**config.mk**
```make
export PLATFORM = sky130hd
export DESIGN_NAME = dbg_pipeline_sequencer
export DESIGN_NICKNAME = d
export VERILOG_FILES = /design/src/rtl/dbg_pipeline_sequencer.sv
export SDC_FILE = /design/constraint.sdc
export NUM_CORES = 1
export LEC_CHECK = 0
export ABC_AREA = 0
export CORE_MARGIN = 5
export CORE_UTILIZATION = 38
export CTS_CLUSTER_SIZE = 30
export DETAILED_ROUTE_END_ITERATION = 6
export PLACE_DENSITY = 0.72
export SYNTH_ARGS = -nofsm -noshare
export SYNTH_HDL_FRONTEND = slang
export SYNTH_SLANG_ARGS = --single-unit
```
**constraint.sdc**
```tcl
create_clock -name CLK -period 2.3 [get_ports CLK]
set_input_delay 0.345 -clock CLK [delete_from_list [all_inputs] [get_ports CLK]]
set_output_delay 0.345 -clock CLK [all_outputs]
set_load 0.03 [all_outputs]
```
**src/rtl/dbg_pipeline_sequencer.sv**
```systemverilog
// Debug sequencer: owns pipeline enable, single-steps, and dumps the register file plus cycle count over valid/ready.
// Optional macro DBG_PC_DUMP_EN adds I_DBG_PC and a trailing PC word to each dump.
module dbg_pipeline_sequencer #(
  parameter int NUM_REGS = 32,
  parameter int ADDR_W   = 5,
  parameter int DATA_W   = 32
) (
  input  logic              CLK,
  input  logic              RESET,
  input  logic              I_DBG_CMD_VALID,
  input  logic [1:0]        I_DBG_CMD,
  output logic              O_DBG_CMD_READY,
  input  logic              I_DBG_HALT_INSTR,
  output logic              O_DBG_PIPE_EN,
  output logic              O_DBG_RF_SEL,
  output logic [ADDR_W-1:0] O_DBG_RF_ADDR,
  input  logic [DATA_W-1:0] I_DBG_RF_DATA,
  output logic [DATA_W-1:0] O_DBG_TX_DATA,
  output logic              O_DBG_TX_VALID,
  input  logic              I_DBG_TX_READY,
  output logic              O_DBG_BUSY,
  output logic [2:0]        O_DBG_STATE,
  output logic [31:0]       O_DBG_CYCLE_CNT
`ifdef DBG_PC_DUMP_EN
  ,
  input  logic [31:0]       I_DBG_PC
`endif
);

  typedef enum logic [2:0] {
    IDLE     = 3'd0,
    RUN      = 3'd1,
    STEP     = 3'd2,
    DUMP_RD  = 3'd3,
    DUMP_TX  = 3'd4,
`ifdef DBG_PC_DUMP_EN
    DUMP_PC  = 3'd6,
`endif
    DUMP_CNT = 3'd5
  } state_t;

  localparam logic [1:0] CMD_HALT = 2'b00;
  localparam logic [1:0] CMD_RUN  = 2'b01;
  localparam logic [1:0] CMD_STEP = 2'b10;
  localparam logic [1:0] CMD_DUMP = 2'b11;
  localparam logic [ADDR_W-1:0] LAST_IDX = ADDR_W'(NUM_REGS - 1);

  state_t              state;
  logic [ADDR_W-1:0]   idx;
  logic [DATA_W-1:0]   tx_data;
  logic [31:0]         cycle_cnt;
  logic                cmd_ready;
  logic                cmd_accept;
  logic                pipe_en;
`ifdef DBG_PC_DUMP_EN
  logic [31:0]         pc_q;
`endif

  // Pipe enable is Mealy in RUN so a halt opcode in ID never advances.
  always_comb begin
    cmd_ready  = (state == IDLE) || (state == RUN);
    cmd_accept = I_DBG_CMD_VALID && cmd_ready;
    pipe_en    = (state == STEP) || ((state == RUN) && !I_DBG_HALT_INSTR);
  end

  always_ff @(posedge CLK) begin
    if (RESET) begin
      state     <= IDLE;
      idx       <= '0;
      tx_data   <= '0;
      cycle_cnt <= '0;
`ifdef DBG_PC_DUMP_EN
      pc_q      <= '0;
`endif
    end else begin
      if (pipe_en) cycle_cnt <= cycle_cnt + 32'd1;
      case (state)
        IDLE: begin
          if (cmd_accept) begin
            case (I_DBG_CMD)
              CMD_RUN:  state <= RUN;
              CMD_STEP: state <= STEP;
              CMD_DUMP: begin
                state <= DUMP_RD;
                idx   <= '0;
              end
              default:  state <= IDLE;
            endcase
          end
        end
        RUN: begin
          if (I_DBG_HALT_INSTR || (cmd_accept && (I_DBG_CMD == CMD_HALT))) state <= IDLE;
        end
        STEP: state <= IDLE;
        DUMP_RD: begin
          tx_data <= I_DBG_RF_DATA;
          state   <= DUMP_TX;
        end
        DUMP_TX: begin
          if (I_DBG_TX_READY) begin
            if (idx == LAST_IDX) begin
              tx_data <= DATA_W'(cycle_cnt);
`ifdef DBG_PC_DUMP_EN
              pc_q    <= I_DBG_PC;
`endif
              state   <= DUMP_CNT;
            end else begin
              idx   <= idx + ADDR_W'(1);
              state <= DUMP_RD;
            end
          end
        end
        DUMP_CNT: begin
          if (I_DBG_TX_READY) begin
`ifdef DBG_PC_DUMP_EN
            tx_data <= DATA_W'(pc_q);
            state   <= DUMP_PC;
`else
            idx     <= '0;
            state   <= IDLE;
`endif
          end
        end
`ifdef DBG_PC_DUMP_EN
        DUMP_PC: begin
          if (I_DBG_TX_READY) begin
            idx   <= '0;
            state <= IDLE;
          end
        end
`endif
        default: state <= IDLE;
      endcase
    end
  end

  assign O_DBG_CMD_READY = cmd_ready;
  assign O_DBG_PIPE_EN   = pipe_en;
  assign O_DBG_RF_SEL    = (state == DUMP_RD) || (state == DUMP_TX);
  assign O_DBG_RF_ADDR   = idx;
  assign O_DBG_TX_DATA   = tx_data;
`ifdef DBG_PC_DUMP_EN
  assign O_DBG_TX_VALID  = (state == DUMP_TX) || (state == DUMP_CNT) || (state == DUMP_PC);
`else
  assign O_DBG_TX_VALID  = (state == DUMP_TX) || (state == DUMP_CNT);
`endif
  assign O_DBG_BUSY      = (state != IDLE);
  assign O_DBG_STATE     = state;
  assign O_DBG_CYCLE_CNT = cycle_cnt;

endmodule

```
# ---- Yosys cells after proc, flatten, opt, wreduce, memory -nomap -nowiden
# Index checks and enable logic that the tools add are counted.
dict set report totals {
  regBits 72
  latch_bits 0
  ramBits 0
  romBits 0
  inputBits 39
  out_inout_bits 77
  wordCells 55
  n_memories 0
}
dict set report classes {
  n_addsub 2
  n_mul 0
  div 0
  magnitude_cmp 0
  n_eq_ne 16
  shift 0
  n_mux 16
  bitwise 0
  reduce_logical 17
}
# cell n
set ops {}
lappend ops {{$mux W32} 2}
lappend ops {{$pmux W32 S2} 1}
lappend ops {{$add A32 B1 Y32 const B} 1}
lappend ops {{$mux W5} 5}
lappend ops {{$mux W3} 5}
lappend ops {{$pmux W3 S5} 1}
lappend ops {{$pmux W5 S3} 1}
lappend ops {{$ne A2 B2 Y1 const B} 5}
lappend ops {{$eq A3 B2 Y1 const B} 2}
lappend ops {{$eq A3 B3 Y1 const B} 2}
lappend ops {{$pmux W2 S3} 1}
lappend ops {{$reduce_and A6 Y1} 1}
lappend ops {{$reduce_bool A3 Y1} 2}
lappend ops {{$add A5 B1 Y5 const B} 1}
lappend ops {{$eq A5 B5 Y1 const B} 1}
lappend ops {{$logic_or A1 B1 Y1} 5}
lappend ops {{$eq A2 B2 Y1 const B} 2}
lappend ops {{$ne A2 B1 Y1 const B} 2}
lappend ops {{$reduce_and A4 Y1} 1}
lappend ops {{$eq A3 B1 Y1 const B} 1}
lappend ops {{$logic_and A1 B1 Y1} 3}
lappend ops {{$logic_not A3 Y1} 1}
lappend ops {{$reduce_and A3 Y1} 1}
lappend ops {{$eq A2 B1 Y1 const B} 1}
lappend ops {{3 further kinds} 3}

# ---- Depth between registers and ports, before layout
# Gate-level depths: netlist (run 1).
dict set report logic_depth {
  ltp_word 7
  depth_mapped 8
  ltp_nobuf 7
}

# ---- Least setup slack after synthesis (run 1)
# No wires, ideal clock.
dict set report synth_path {
  path_type {reg-to-reg}
  startpoint {register idx[0] (netlist: O_DBG_RF_ADDR[0])}
  endpoint {register tx_data[19] (netlist: O_DBG_TX_DATA[19])}
  setup_time_ns 0.086
  arrival_ns 2.016
  required_time_ns 2.214
  setup_slack_ns 0.198
  path_stages_with_launch 9
  n_path_buf 1
  period_less_slack_ns 2.102
  path_cell_list {dfxtp_1 > ha_1 > and3_1 > ha_1 > nand4bb_1 > a22oi_2 > buf_2 > nor2_1 > a211oi_1}
}
dict set report synth_via {
  elab_chain_cells 3
}
# item line_no
set synth_lines {}
lappend synth_lines {{start: declaration} 49} ;# logic [ADDR_W-1:0] idx;
lappend synth_lines {{start signal: assignment} 108} ;# idx <= idx + ADDR_W'(1);
lappend synth_lines {{$eq A5 B5 Y1} 101} ;# if (idx == LAST_IDX) begin
lappend synth_lines {{$ne A2 B2 Y1 (no source line)} --}
lappend synth_lines {{$reduce_and A3 Y1 (no source line)} --}
lappend synth_lines {{end signal: assignment} 102} ;# tx_data <= DATA_W'(cycle_cnt);
lappend synth_lines {{end: declaration} 50} ;# logic [DATA_W-1:0] tx_data;
# Every way passes these cells.
# A chain may end at the register's enable or synchronous reset.

# ---- Worst setup path in the final report (run 1)
dict set report layout_path {
  startpoint {register state[2] (netlist: O_DBG_STATE[2])}
  endpoint {output O_DBG_TX_VALID}
}
dict set report layout_via {
  elab_chain_cells 2
  word_cells_on_any_way 3
  classes_between {eq/ne: 2; reduce/logical: 1}
}
# item line_no
set layout_lines {}
lappend layout_lines {{start: declaration} 48} ;# state_t state;
lappend layout_lines {{start signal: assignment} 68} ;# state <= IDLE;
lappend layout_lines {{start signal: assignment} 81} ;# CMD_RUN: state <= RUN;
lappend layout_lines {{start signal: assignment} 82} ;# CMD_STEP: state <= STEP;
lappend layout_lines {{$eq A3 B3 Y1} 145} ;# assign O_DBG_TX_VALID = (state == DUMP_TX) || (state == DUMP_CNT);
lappend layout_lines {{$logic_or A1 B1 Y1 *} 145}
lappend layout_lines {{end: declaration} 19} ;# output logic O_DBG_TX_VALID,
# Mark *: on every way between the ends. The rest lies on a longest branch, timed or not.

==> impl_metrics.csv, run 1 <==
group,metric,value,unit
run_status,outcome,"finished clean",
critical_path,worst-path-max-fanout,11,
die,coreArea,8760,um^2
route,ant_nets,0,
place,dp_slack,0.0602,ns
clocking,clk_latency,0.34,ns
yosys,synth_ff_type,"dfxtp_1",
sta,period_share,93.9,%
clocking,ctsHtreeMaxLevel,3,
sta,fmax,463,MHz
place,dpl_cell_area,4760,um^2
min_path,min_path_type,"reg -> reg",
die,die_w,105,um
global_routing,grt_max_degree,65,
clocking,clockBufferDepth,2,
final_layout,layout-drive-gt1-share,8.43,%
sta,maxSlewViolCount,0,
power_and_ir_drop,internal_power,2.08,mW
critical_path,startpoint_type,"flop",
power_and_ir_drop,ir_worst_vdd,295,uV
sta,slew_headroom,59.6,%
global_routing,gr-usage-met2,30.3,%
sta,setup_tns,0,ns
min_path,whs_path_depth,2,
yosys,netlist_instances,390,
clocking,cts_sinks,72,
yosys,netlist_area,3440,um^2
route,routedWlPerCell,16.7,um
power_and_ir_drop,netSwitchingPower,0.907,mW
power_and_ir_drop,powerDensity,604,nW/um^2
power_and_ir_drop,pwr-share-clk,29.9,%
yosys,synth_seq_cells,72,
sta,hold_violations,0,
final_layout,diodes,0,
critical_path,worstSetupEndpointType,"output port",
place,hpwl,7670,um
global_routing,grt_pass1_wl,16800,um
global_routing,antenna_found_initial,0,
power_and_ir_drop,power_frac_seq,45.5,%
global_routing,busiest_layer,"met2",
final_layout,fill_cells,792,
route,first_iter_violations,191,
global_routing,grt-ovfl-total,0,
critical_path,required,1.96,ns
sta,rsz0062_at_grt,"false",
route,dr.pass1.iters,4,
final_layout,area_delta_synth_final,43.5,%
sta,tightest_slew,0.606,ns
critical_path,crit_arrival,1.82,ns
sta,worst_slack,0.140,ns
sta,period_needed,2.16,ns
die,fp.dieH,105,um
min_path,min_from,"O_DBG_TX_DATA[2]",
place,dpl.cell_count,603,
power_and_ir_drop,total_power,2.98,mW
sta,fin_skew,0.0111,ns
die,die_area,11100,um^2
yosys,synth.avg_cell_area,8.83,um^2
route,finalWirelength,10300,um
global_routing,grtUsageMet3,3.08,%
final_layout,final_cell_area,4940,um^2
final_layout,final_cells,618,
critical_path,cp-startpoint,"O_DBG_STATE[2]",
yosys,async_flop_share,0,%
power_and_ir_drop,switching_share,30.4,%
yosys,ys_types,41,
critical_path,r2r-start,"O_DBG_RF_ADDR[1]",
final_layout,fin_nets,548,
critical_path,reg2reg_slack,0.27,ns
die,start_util,39.3,%
flow_run,maxCapViolations,0,
clocking,cts_root_buf,"clkbuf_8",
critical_path,crit_type,"reg -> out",
global_routing,grt_pass1_vias,3247,
global_routing,met1_usage,23.7,%
power_and_ir_drop,power_frac_comb,24.6,%
route,vias_per_cell,5.52,
sta,holdWs,0.498,ns
clocking,cts_tree,"done",
sta,finalSetupViolCount,0,
clocking,clk_pin_slew,0.07,ns
route,num_vias,3411,
yosys,synth_edf_count,0,
critical_path,reg2reg_depth,8,
place,gp_congestion,0.811,
yosys,yosys_warnings,0,
route,drt_drc_violations_left,0,
die,top_level_ports,116,
global_routing,grt_use_total,18.4,%
final_layout,finalCoreUtilization,56.4,%
power_and_ir_drop,p_leak,1.61,nW
yosys,ys_seq_area_share,41.9,%
yosys,syn-num-nets,432,
die,rows,34,
place,portBuffers,115,
clocking,cts_buffers,9,
-- worst paths after layout --
kind                           end
setup reg to reg  O_DBG_TX_DATA[3]
hold / removal    O_DBG_TX_DATA[2]
setup / recovery    O_DBG_TX_VALID
hold reg to reg   O_DBG_TX_DATA[2]
-- final cells by class --
type,instances,area [um^2],area share (%)
multi-input combinational,280,1850,37.4
sequential,72,1450,29.2
timing repair buffer,136,1310,26.6
clock buffer,12,155,3.14
tap,108,135,2.73
inverter,7,26.3,0.532
clock inverter,3,17.5,0.355
-- worst max-delay path, cell delays in order (launching register included) --
cell	delay, ns
dfxtp_2	0.44
buf_4	0.18
nor2b_1	0.17
clkdlybuf4s50_1	0.69
-- cells by family (layout without fill, tap and decap cells) --
logic type      after synthesis  in the layout  synth area share [%]
simple gates                128            128                  19.9
compound gates              106            106                  20.3
flops                        72             72                  41.9
buf+inv                      38            158                  4.61
mux                          34             34                  9.96
xor+xnor                      9              9                  2.29
fa+ha+maj                     3              3                  1.09
-- layer usage --
metal	up-vias	part of all wire, %
met5	-	0
met4	0	2.9
met3	24	4.3
met2	79	48
met1	1609	44
li1	1699	-
-- registers in the layout, summed over array words and instances, names as in the netlist --
name             count
O_DBG_CYCLE_CNT     32
O_DBG_TX_DATA       32
O_DBG_RF_ADDR        5
O_DBG_STATE          3
-- power groups by stage --
| stage | Clock (mW) | Sequential (mW) | Combinational [mW] |
|---|---|---|---|
| after floorplan | 0 | 1.45 | 0.378 |
| after detailed placement | 0 | 1.38 | 0.737 |
| after global placement | 0 | 1.38 | 0.731 |
| final | 0.892 | 1.36 | 0.734 |
| after CTS | 0.910 | 1.36 | 0.739 |
| after global routing | 0.965 | 1.37 | 0.788 |
-- cells in the final DEF, fill, tap and decap left out, types with 7 or more instances in the layout --
master | netlist | routed
o21ai_1 | 10 | 10
a21oi_1 | 28 | 28
a211oi_1 | 33 | 33
inv_1 | 7 | 7
nand2_1 | 12 | 12
clkdlybuf4s50_1 | 0 | 113
or3_1 | 11 | 11
buf_4 | 0 | 21
o31ai_1 | 12 | 12
nand3_1 | 9 | 9
xor2_1 | 8 | 8
or4_1 | 13 | 13
clkbuf_8 | 0 | 11
nor2_1 | 50 | 50
dfxtp_1 | 72 | 69
o21ai_0 | 7 | 7
nand4_1 | 8 | 8
mux2i_1 | 32 | 32
-- synth_stat cells (9+ instances only) --
| master | instances | share of area [%] |
|---|---|---|
| o21ai_1 | 10 | 1.5 |
| a21oi_1 | 28 | 4.1 |
| nor2_1 | 50 | 5.5 |
| dfxtp_1 | 72 | 42 |
| clkbuf_1 | 18 | 2.0 |
| a211oi_1 | 33 | 7.2 |
| buf_2 | 13 | 1.9 |
| mux2i_1 | 32 | 9.3 |
| o31ai_1 | 12 | 2.6 |
| nand3_1 | 9 | 1.3 |
| nand2_1 | 12 | 1.3 |
| or3_1 | 11 | 2.0 |
| or4_1 | 13 | 2.8 |
-- what timing repair did --
action,in CTS,in global routing
endpoints found under the hold margin,0,0
hold buffers,0,0
setup endpoints to repair,1,4
gates resized for setup,1,2
setup buffers,0,0
No activity file was read; power rests on OpenSTA's default activity.
==> run 2: changes to the inputs <==
clock period = 2.8 ns   (was 2.3 ns; I/O delays follow)
==> impl_metrics.csv, run 2 (synthesized netlist as in run 1, its figures left out) <==
group,metric,value,unit
run_status,outcome,"finished clean",
power_and_ir_drop,switching_share,29.8,%
clocking,clk_pin_slew,0.07,ns
min_path,min_from,"O_DBG_TX_DATA[30]",
route,first_iter_violations,172,
global_routing,grt_max_degree,65,
final_layout,fin_nets,536,
clocking,cts_sinks,72,
die,top_level_ports,116,
power_and_ir_drop,netSwitchingPower,0.740,mW
die,fp.dieH,105,um
critical_path,cp_slowest_cell,"clkdlybuf4s50_1",
clocking,clockBufferDepth,2,
clocking,cts_root_buf,"clkbuf_8",
die,rows,34,
critical_path,required,2.38,ns
clocking,postCtsSetupBuffers,0,
critical_path,worst-path-max-fanout,17,
global_routing,grt_pass1_wl,16800,um
power_and_ir_drop,ir_worst_vdd,191,uV
sta,fmax,429,MHz
power_and_ir_drop,powerDensity,509,nW/um^2
global_routing,gr-usage-met2,30.2,%
clocking,clk_latency,0.35,ns
die,die_area,11100,um^2
final_layout,fill_cells,796,
critical_path,critical_path.most_common_cell,"nand2_1",
min_path,min_path_type,"reg -> reg",
sta,setup_tns,0,ns
critical_path,crit_type,"reg -> out",
route,ant_nets,0,
route,routedWlPerCell,16.9,um
clocking,cts_buffers,9,
global_routing,antenna_found_initial,0,
clocking,ctsHoldBuffers,0,
sta,rsz0062_at_grt,"false",
sta,slew_headroom,56.7,%
global_routing,grtUsageMet3,3.58,%
place,gp_congestion,0.801,
critical_path,cp_cell_sequence,"nand2_1 -> nand2_1 -> clkdlybuf4s50_1",
power_and_ir_drop,power_frac_comb,24.1,%
critical_path,worst-path-buf-inv,1,
sta,period_needed,2.33,ns
route,dr.pass1.iters,5,
global_routing,grt-ovfl-total,0,
power_and_ir_drop,power_frac_seq,44.7,%
sta,period_share,83.3,%
critical_path,r2r-end,"O_DBG_CYCLE_CNT[22]",
critical_path,r2r-start,"O_DBG_STATE[2]",
critical_path,cp_top_family,"buffers and inverters",
min_path,whs_path_depth,2,
route,num_vias,3324,
sta,tightest_slew,0.650,ns
global_routing,busiest_layer,"met2",
power_and_ir_drop,p_leak,1.56,nW
critical_path,reg2reg_slack,0.59,ns
clocking,ctsHtreeMaxLevel,3,
clocking,cts_resized,0,
flow_run,maxCapViolations,0,
final_layout,finalCoreUtilization,55.5,%
min_path,hold_path_end,"O_DBG_TX_DATA[30]",
sta,finalSetupViolCount,0,
critical_path,reg2reg_depth,5,
final_layout,area_delta_synth_final,41.4,%
power_and_ir_drop,internal_power,1.74,mW
global_routing,met1_usage,24.0,%
critical_path,worstSetupEndpointType,"output port",
sta,fin_skew,0.00932,ns
final_layout,diodes,0,
route,drt_drc_violations_left,0,
route,finalWirelength,10300,um
final_layout,final_cell_mix,"113 x clkdlybuf4s50_1, 72 x dfxtp_1, 50 x nor2_1, 33 x a211oi_1, 32 x mux2i_1",
clocking,cts_tree,"done",
die,coreArea,8760,um^2
final_layout,mostFrequentLayoutCell,"clkdlybuf4s50_1",
critical_path,crit_arrival,1.91,ns
die,die_w,105,um
route,vias_per_cell,5.48,
critical_path,startpoint_type,"flop",
place,portBuffers,115,
place,hpwl,7560,um
power_and_ir_drop,pwr-share-clk,31.2,%
final_layout,layout-drive-gt1-share,5.41,%
sta,maxSlewViolCount,0,
global_routing,grt_use_total,18.6,%
die,start_util,39.3,%
sta,hold_violations,0,
critical_path,critPathMaxStageDelay,0.67,ns
global_routing,grt_pass1_vias,3177,
## run 2: power groups by stage
stage          Sequential [mW]  Clock, mW  Combinational (mW)
4_1_cts                   1.11      0.789               0.603
3_5_place_dp              1.13          0               0.601
3_3_place_gp              1.13          0               0.594
2_1_floorplan             1.19          0               0.311
6_report                  1.11      0.773               0.597
5_1_grt                   1.12      0.836               0.642
## run 2: layout make-up
type                    instances  area [um^2]  share of cell area [%]
flip-flops and latches         72         1440                    29.6
clock inverters                 4         45.0                   0.925
multi-input cells             280         1850                    38.0
inverters                       7         26.3                   0.540
well taps                     108          135                    2.78
repair buffers                124         1240                    25.4
clock buffers                  12          135                    2.78
## run 2: worst max-delay path by stage
stage                     start                  end  cells after the start
6_report         O_DBG_STATE[2]         O_DBG_RF_SEL                      3
5_1_grt          O_DBG_STATE[2]        O_DBG_PIPE_EN                      4
4_1_cts          O_DBG_STATE[2]        O_DBG_PIPE_EN                      4
3_5_place_dp   I_DBG_HALT_INSTR  O_DBG_CYCLE_CNT[22]                      7
3_3_place_gp   I_DBG_HALT_INSTR  O_DBG_CYCLE_CNT[29]                      7
2_1_floorplan  O_DBG_RF_ADDR[0]    O_DBG_TX_DATA[10]                      8
## run 2: per-layer routing
metal	up-vias	part of all wire, %
li1	1682	-
met1	1549	45
met2	78	48
met3	15	5.0
met4	0	2.0
met5	-	0
## run 2: worst reg2reg max path, cell delays in order (launching register included)
cell and delay [ns]:
dfxtp_1 0.47, nor3b_1 0.60, o2111ai_1 0.16, buf_4 0.22
or4_1 0.52, a21oi_1 0.16
## run 2: per-stage QoR
step	cells	power [mW]	cell area, um^2	hold WS, ns	worst slack, ns
2_1_floorplan	390	1.50	3440	0.618	0.698
3_3_place_gp	591	1.72	4690	0.488	0.377
3_5_place_dp	591	1.73	4690	0.496	0.360
4_1_cts	607	2.50	4870	0.503	0.432
5_1_grt	607	2.59	4870	0.527	0.261
6_report	607	2.48	4870	0.502	0.468
==> run 3: changes to the inputs <==
clock period = 2.4 ns   (was 2.8 ns; I/O delays follow)
==> impl_metrics.csv, run 3 (synthesized netlist as in run 1, its figures left out) <==
group,metric,value,unit
sta,finalSetupViolCount,0,
sta,slew_headroom,55.9,%
clocking,ctsHoldBuffers,0,
clocking,clk_latency,0.34,ns
final_layout,area_delta_synth_final,43.8,%
power_and_ir_drop,ir_worst_vdd,247,uV
die,fp.dieH,105,um
sta,rsz0062_at_grt,"false",
global_routing,grt_use_total,18.8,%
power_and_ir_drop,pwr-share-clk,36.7,%
critical_path,critPathMaxStageDelay,0.67,ns
final_layout,multi_input_comb_area,1850,um^2
die,rows,34,
die,top_level_ports,116,
sta,tightest_slew,0.661,ns
final_layout,fin_nets,540,
sta,period_share,94.0,%
route,first_iter_violations,137,
place,portBuffers,115,
power_and_ir_drop,powerDensity,639,nW/um^2
critical_path,cp_cell_sequence,"nand3b_1 -> nand2_1 -> clkdlybuf4s50_1",
global_routing,grt_pass1_vias,3220,
critical_path,crit_arrival,1.90,ns
route,ant_nets,0,
critical_path,cp_slowest_cell,"clkdlybuf4s50_1",
sta,fmax,443,MHz
final_layout,final_cell_area,4950,um^2
power_and_ir_drop,power_frac_comb,22.4,%
route,num_vias,3393,
final_layout,layout-drive-gt1-share,6.76,%
sta,fin_skew,0.0137,ns
die,coreArea,8760,um^2
run_status,outcome,"finished clean",
clocking,cts_root_buf,"clkbuf_8",
global_routing,grt_max_degree,65,
route,routedWlPerCell,17.4,um
critical_path,worst-path-buf-inv,1,
power_and_ir_drop,internal_power,2.28,mW
final_layout,mostFrequentLayoutCell,"clkdlybuf4s50_1",
clocking,clockBufferDepth,2,
final_layout,seq_area,1440,um^2
sta,period_needed,2.26,ns
sta,hold_violations,0,
place,dpl_cell_area,4700,um^2
route,finalWirelength,10600,um
clocking,cts_tree,"done",
critical_path,startpoint_type,"flop",
sta,maxSlewViolCount,0,
final_layout,finalCoreUtilization,56.5,%
flow_run,maxCapViolations,0,
clocking,cts_sinks,72,
power_and_ir_drop,switching_share,28.0,%
power_and_ir_drop,netSwitchingPower,0.885,mW
global_routing,antenna_found_initial,0,
power_and_ir_drop,power_frac_seq,41.0,%
final_layout,final_cell_mix,"113 x clkdlybuf4s50_1, 71 x dfxtp_1, 50 x nor2_1, 33 x a211oi_1, 32 x mux2i_1",
critical_path,required,2.04,ns
route,drt_drc_violations_left,0,
global_routing,grt-ovfl-total,0,
clocking,postCtsSetupBuffers,0,
place,hpwl,7710,um
final_layout,fill_cells,782,
place,gp_congestion,0.803,
final_layout,diodes,0,
sta,setup_tns,0,ns
critical_path,worstSetupEndpointType,"output port",
route,dr.pass1.iters,4,
die,start_util,39.3,%
min_path,min_path_type,"reg -> reg",
route,vias_per_cell,5.55,
global_routing,grt_pass1_wl,17000,um
clocking,clk_pin_slew,0.07,ns
clocking,cts_buffers,9,
clocking,ctsHtreeMaxLevel,3,
die,die_area,11100,um^2
critical_path,worst-path-max-fanout,13,
critical_path,cp_top_family,"buffers and inverters",
die,die_w,105,um
power_and_ir_drop,p_leak,1.61,nW
critical_path,crit_type,"reg -> out",
run 3: cell types whose count changed in the layout (fill, tap and decap cells not counted):
cell       before  now
bufinv_16       1    3
clkinv_4        0    1
clkbuf_1        3    1
buf_12          2    1
dfxtp_1        72   71
clkinv_2        3    1
buf_4           8   13
clkbuf_8        9   10
dfxtp_2         0    1
run 3: final timing paths:
| kind | slack, ns | endpoint | cells past startpoint | from |
|---|---|---|---|---|
| hold reg to reg | 0.50 | O_DBG_TX_DATA[13] | 2 | O_DBG_TX_DATA[13] |
| hold / removal | 0.50 | O_DBG_TX_DATA[13] | 2 | O_DBG_TX_DATA[13] |
| setup / recovery | 0.14 | O_DBG_RF_SEL | 3 | O_DBG_STATE[0] |
| setup reg to reg | 0.18 | O_DBG_CYCLE_CNT[18] | 6 | O_DBG_STATE[0] |
run 3: repair_timing:
| item | 4_1_cts | 5_1_grt |
|---|---|---|
| gates resized for setup | 0 | 1 |
| endpoints found under the setup margin | 0 | 1 |
| hold endpoints to repair | 0 | 0 |
run 3: power by group through the flow:
stage | Sequential [mW] | Combinational, mW | Clock (mW)
global placement | 1.32 | 0.695 | 0
CTS | 1.29 | 0.710 | 1.17
global route | 1.30 | 0.755 | 1.22
floorplan | 1.38 | 0.363 | 0
detailed placement | 1.32 | 0.705 | 0
finish | 1.30 | 0.707 | 1.16
run 3: through the flow:
step                hold WS [ns]  power, mW  setup WS [ns]  instances
global route               0.522       3.28         0.0113        611
finish                     0.500       3.16          0.144        611
global placement           0.488       2.02         0.0515        595
floorplan                  0.577       1.75          0.298        390
CTS                        0.500       3.18         0.0397        611
detailed placement         0.490       2.03       -0.00401        595
run 3: layout make-up:
type                            count  share of cell area (%)
Multi-Input combinational cell    280                    37.3
Sequential cell                    72                    29.1
Timing Repair Buffer              128                    25.3
Clock buffer                       11                    2.86
Tap cell                          108                    2.73
Clock inverter                      5                    2.10
Inverter                            7                   0.531
run 3: worst register-to-register path, cell delays in order (launching register included):
cell	delay (ns)
dfxtp_1	0.57
nor4b_2	0.33
buf_4	0.23
o2111ai_1	0.13
buf_4	0.22
or4_1	0.52
a21oi_1	0.15
run 3: layer usage:
metal,up-vias,track usage [%],wire length [um]
met5,-,0,0
met4,0,7.12,193
met3,16,3.95,564
met2,104,31.8,5280
met1,1599,23.3,4600
li1,1674,-,-
